File: src/rtl/fifo_ctrl_pkg.sv
// Shared types and default constants for the FIFO write arbiter.
// Holds the arbiter state encoding, parameter defaults and the saturating count helper.
package fifo_ctrl_pkg;

  typedef enum logic {
    IDLE  = 1'b0,
    BURST = 1'b1
  } arb_state_t;

  localparam int unsigned DEF_NUM_REQ   = 4;
  localparam int unsigned DEF_DATA_W    = 8;
  localparam int unsigned DEF_BURST_LEN = 4;
  localparam int unsigned COUNT_W       = 16;

  localparam logic [COUNT_W-1:0] COUNT_MAX = '1;

  function automatic logic [COUNT_W-1:0] sat_inc(input logic [COUNT_W-1:0] value);
    return (value == COUNT_MAX) ? value : value + 1'b1;
  endfunction

endpackage

File: src/rtl/rr_pick.sv
// Round-robin picker: first set request searching upward from last_owner+1 with wrap.
// Purely combinational; valid is low when no request is set.
module rr_pick #(
  parameter int unsigned NUM_REQ = 4,
  parameter int unsigned IDX_W   = $clog2(NUM_REQ)
) (
  input  logic [NUM_REQ-1:0] req,
  input  logic [IDX_W-1:0]   last_owner,
  output logic               valid,
  output logic [IDX_W-1:0]   index
);

  always_comb begin
    int unsigned cand;
    logic [IDX_W-1:0] cand_idx;
    valid    = 1'b0;
    index    = '0;
    cand     = 0;
    cand_idx = '0;
    // k runs 1..NUM_REQ so last_owner itself is considered last.
    for (int unsigned k = 1; k <= NUM_REQ; k++) begin
      cand     = (32'(last_owner) + k) % NUM_REQ;
      cand_idx = IDX_W'(cand);
      if (!valid && req[cand_idx]) begin
        valid = 1'b1;
        index = cand_idx;
      end
    end
  end

endmodule

File: src/rtl/fifo_write_arbiter.sv
// Round-robin burst arbiter merging NUM_REQ writers into one FIFO write port.
// One IDLE cycle separates bursts; fifo_full stalls a burst without losing beats.
module fifo_write_arbiter
  import fifo_ctrl_pkg::*;
#(
  parameter int unsigned NUM_REQ   = DEF_NUM_REQ,
  parameter int unsigned DATA_W    = DEF_DATA_W,
  parameter int unsigned BURST_LEN = DEF_BURST_LEN
) (
  input  logic                      clk,
  input  logic                      reset_n,
  input  logic [NUM_REQ-1:0]        req,
  input  logic [NUM_REQ*DATA_W-1:0] req_data,
  output logic [NUM_REQ-1:0]        ack,
  output logic [NUM_REQ-1:0]        grant,
  input  logic                      fifo_full,
  output logic                      fifo_write_en,
  output logic [DATA_W-1:0]         fifo_data_in,
  output logic [COUNT_W-1:0]        write_count
);

  localparam int unsigned IDX_W  = $clog2(NUM_REQ);
  localparam int unsigned BEAT_W = $clog2(BURST_LEN + 1);
  localparam logic [IDX_W-1:0]  LAST_INIT = IDX_W'(NUM_REQ - 1);
  localparam logic [BEAT_W-1:0] BEAT_LAST = BEAT_W'(BURST_LEN - 1);

  arb_state_t         state_q, state_d;
  logic [IDX_W-1:0]   owner_q, owner_d;
  logic [IDX_W-1:0]   last_q, last_d;
  logic [BEAT_W-1:0]  beat_q, beat_d;
  logic [COUNT_W-1:0] count_q;
  logic               pick_valid;
  logic [IDX_W-1:0]   pick_idx;
  logic               owner_req;

  rr_pick #(
    .NUM_REQ(NUM_REQ),
    .IDX_W  (IDX_W)
  ) u_pick (
    .req       (req),
    .last_owner(last_q),
    .valid     (pick_valid),
    .index     (pick_idx)
  );

  assign owner_req   = req[owner_q];
  assign write_count = count_q;

  always_comb begin
    state_d       = state_q;
    owner_d       = owner_q;
    beat_d        = beat_q;
    last_d        = last_q;
    grant         = '0;
    ack           = '0;
    fifo_write_en = 1'b0;
    fifo_data_in  = '0;
    case (state_q)
      IDLE: begin
        if (pick_valid) begin
          owner_d = pick_idx;
          beat_d  = '0;
          state_d = BURST;
        end
      end
      BURST: begin
        grant[owner_q] = 1'b1;
        fifo_data_in   = req_data[32'(owner_q)*DATA_W +: DATA_W];
        fifo_write_en  = owner_req & ~fifo_full;
        ack[owner_q]   = owner_req & ~fifo_full;
        // A dropped request ends the burst even while the FIFO is full.
        if (fifo_write_en) begin
          beat_d = beat_q + 1'b1;
          if (beat_q == BEAT_LAST) begin
            state_d = IDLE;
            last_d  = owner_q;
          end
        end else if (!owner_req) begin
          state_d = IDLE;
          last_d  = owner_q;
        end
      end
      default: state_d = IDLE;
    endcase
  end

  always_ff @(posedge clk or negedge reset_n) begin
    if (!reset_n) begin
      state_q <= IDLE;
      owner_q <= '0;
      beat_q  <= '0;
      last_q  <= LAST_INIT;
      count_q <= '0;
    end else begin
      state_q <= state_d;
      owner_q <= owner_d;
      beat_q  <= beat_d;
      last_q  <= last_d;
      if (fifo_write_en) count_q <= sat_inc(count_q);
    end
  end

endmodule

File: config.mk
export PLATFORM = sky130hd
export DESIGN_NAME = fifo_write_arbiter
export DESIGN_NICKNAME = d
export VERILOG_FILES = /design/src/rtl/fifo_ctrl_pkg.sv /design/src/rtl/rr_pick.sv /design/src/rtl/fifo_write_arbiter.sv
export SDC_FILE = /design/constraint.sdc
export NUM_CORES = 1
export LEC_CHECK = 0
export CAP_MARGIN = 10
export CORE_UTILIZATION = 36
export CTS_CLUSTER_SIZE = 12
export DETAILED_ROUTE_END_ITERATION = 8
export PLACE_DENSITY = 0.74
export SLEW_MARGIN = 20
export SYNTH_ARGS = -nofsm -noshare
export SYNTH_HDL_FRONTEND = slang
export SYNTH_HIERARCHICAL = 1
export SYNTH_SLANG_ARGS = --single-unit
File: constraint.sdc
create_clock -name clk -period 2.7 [get_ports clk]
set_input_delay 0.405 -clock clk [delete_from_list [all_inputs] [get_ports clk]]
set_output_delay 0.405 -clock clk [all_outputs]
set_load 0.01 [all_outputs]
==> flow_summary_export.csv <==
group,metric,value,unit
run_status,status,"finished clean",
yosys,synthArstFlopShare,100,%
power_and_ir_drop,internal_power,1.32,mW
power_and_ir_drop,p_clk_share,15.3,%
final_layout,multi_input_area,951,µm²
timing,layout_min_cycle_time,2.52,ns
global_routing,grt_pass1_wl,6.73,mm
drt,wl_per_cell,14.3,µm
global_routing,antenna_found_initial,0,
global_routing,grt_max_degree,25,
yosys,netlist.area_leader.share,33.8,%
final_layout,mostFrequentLayoutCell,"clkdlybuf4s50_1",
drt,num_vias,1465,
drt,drt_iter0_drc,62,
timing,rsz0062_at_grt,"no",
final_layout,fillers,390,
drt,vias_per_cell,5.27,
final_layout,seq_area,604,µm²
timing,skew,0.00685,ns
timing,hold_viol_final,0,
global_routing,grt_pass1_vias,1415,
floorplanning,die_area,4790,µm²
worst_setup_path,cp.required,2.30,ns
clock_network,cts_hold_buf,0,
clock_network,h-tree-depth,1,
global_routing,grt_overflow,0,
final_layout,drive_gt1_share,15.0,%
clock_network,insertion_delay,0.27,ns
clock_network,ctsRootBufferMaster,"clkbuf_8",
place,globalplace.congestion,0.721,
floorplanning,rows,24,
floorplanning,die_y,69.2,µm
power_and_ir_drop,p_sw,0.710,mW
floorplanning,start_util,37.4,%
yosys,syn_area_per_cell,10.8,µm²
place,place_inst,274,
yosys,synth-seq-cells,24,
drt,ant_nets,0,
place,dp_hpwl,3.04,mm
floorplanning,ios,72,
power_and_ir_drop,switching_share,35.0,%
worst_setup_path,criticalPathCategory,"register to output pin",
job,maxCapViolations,0,
yosys,synth-edff-count,0,
clock_network,cts-buffers-inserted,3,
yosys,yosysTopAreaCell,"dfrtp_1",
power_and_ir_drop,ir_drop,0.433,mV
drt,routed_wl,3.97,mm
yosys,synth_cell_types,36,
final_layout,postLayoutCoreUtil,57.2,%
timing,max_clock_freq,396,MHz
timing,slew_headroom,67.2,%
timing,drv_slew,0,
yosys,synth_cells,150,
final_layout,final_cell_mix,"clkdlybuf4s50_1, dfrtp_1, xor2_1",
final_layout,instances_no_fill,278,
yosys,ys_warn_count,6,
timing,tightest_slew,0.493,ns
global_routing,track_usage,17.1,%
timing,final.period_utilization,93.5,%
final_layout,nets,269,
clock_network,clockBufferDepth,2,
yosys,synth.net_count,192,
yosys,synth_area,1630,µm²
floorplanning,die_w,69.2,µm
drt,remaining_drc_errors,0,
yosys,synth_seq_area_share,37.1,%
timing,setup_viol,0,
worst_setup_path,path_max_fanout,14,
final_layout,syn_to_final_growth,53.0,%
final_layout,diodes,0,
yosys,ys_top_cells_by_area,"dfrtp_1, mux4_2, xor2_1",
power_and_ir_drop,p_total,2.03,mW
timing,setup_tns,0,ns
power_and_ir_drop,p_seq_share,32.1,%
yosys,synth_ff_type,"dfrtp_1",
clock_network,clkSinkCount,24,
power_and_ir_drop,p_per_area,816,nW/µm²
timing,whs,0.487,ns
floorplanning,core-area,4350,µm²
power_and_ir_drop,total_leakage_power,1.02,nW
min_path,hp-class,"primary input to asynchronous set/reset pin",
worst_setup_path,worstPathArrival,2.12,ns
clock_network,path_clk_slew,0.09,ns
worst_setup_path,startpoint_type,"register",
place,portBuffers,71,
drt,drtPass1Iterations,4,
power_and_ir_drop,comb_power_share,52.5,%
worst_setup_path,end_kind,"output pin",
worst_setup_path,reg2reg_depth,5,
clock_network,tritoncts,"done",
[registers in the layout (all words and copies together), names as in the netlist]
name,cells
owner_q,2
state_q,1
beat_q,3
last_q,2
write_count,16
[through the flow]
step                setup slack, ns  cell area, µm²
floorplan                     0.742            1630
global placement              0.232            2420
detailed placement            0.226            2420
CTS                          0.0316            2490
global route                 0.0280            2490
finish                        0.177            2490
[cell families (layout without fill, tap and decap cells)]
logic type	Yosys count	in the layout	share of synthesized area [%]
DFF	24	24	37.1
buffers and inverters	15	91	4.46
AOI/OAI and AO/OA	11	11	4.62
xor gates and xnor gates	14	14	7.54
adders and majority gates	3	3	2.31
muxes	18	18	18.4
and+or+nand+nor	65	65	25.6
[Yosys cell counts, types with 2 or more instances]
cell type and count:
nor2_1 9, o21ai_0 5, nand3_1 7, dfstp_2 2
buf_6 2, nor3_1 6, mux2_2 4, dfrtp_1 22
nand4_1 5, nor4b_2 4, a21oi_1 2, inv_1 9
and2_1 9, ha_1 3, nand2b_1 4, mux4_2 9
clkbuf_1 3, nand2_1 5, nor4_1 8, xor2_1 13
mux2i_1 4
[layer usage]
metal	wire [µm]	part of all wire [%]	GRT usage, %	vias up
li1	-	-	-	709
met1	1820	46	23.2	687
met2	1850	46	28.6	67
met3	290	7.3	2.76	2
met5	0	0	0	-
met4	12	0.30	4.08	0
[repair_timing]
| item | CTS | global route |
|---|---|---|
| resized for setup | 0 | 1 |
| endpoints found under the hold margin | 0 | 0 |
| endpoints found under the setup margin | 0 | 8 |
| setup buffers | 0 | 0 |
[critical path: stages (launching register included)]
cell             delay, ns
dfrtp_1               0.66
mux2i_1               0.23
o32a_1                0.38
inv_1                 0.06
clkdlybuf4s50_1       0.53
[power groups by stage]
stage | clock network (mW) | logic [mW] | registers, mW
after floorplan | 0 | 0.647 | 0.598
final | 0.311 | 1.07 | 0.652
after CTS | 0.320 | 1.08 | 0.652
after detailed placement | 0 | 1.08 | 0.656
after global routing | 0.333 | 1.16 | 0.683
after global placement | 0 | 1.06 | 0.656
[final timing paths]
check / start / end / slack, ns
worst max-delay path: owner_q[1] / fifo_write_en / 0.18
worst min-delay path: reset_n / write_count[9] / 0.49
worst max register to register: owner_q[1] / write_count[1] / 0.56
min in group clk: beat_q[2] / beat_q[2] / 0.51
worst min register to register: beat_q[2] / beat_q[2] / 0.51
max in group asynchronous: reset_n / last_q[0] / 1.92
[cell type report]
cell class                 count  area share [%]
sequential                    24            24.3
inverter                       9            1.36
clock inverter                 1            1.21
clock buffer                   3            1.66
timing repair buffer          78            30.7
tap                           52            2.61
multi-input combinational    111            38.2
No activity file was read; power rests on OpenSTA's default activity.
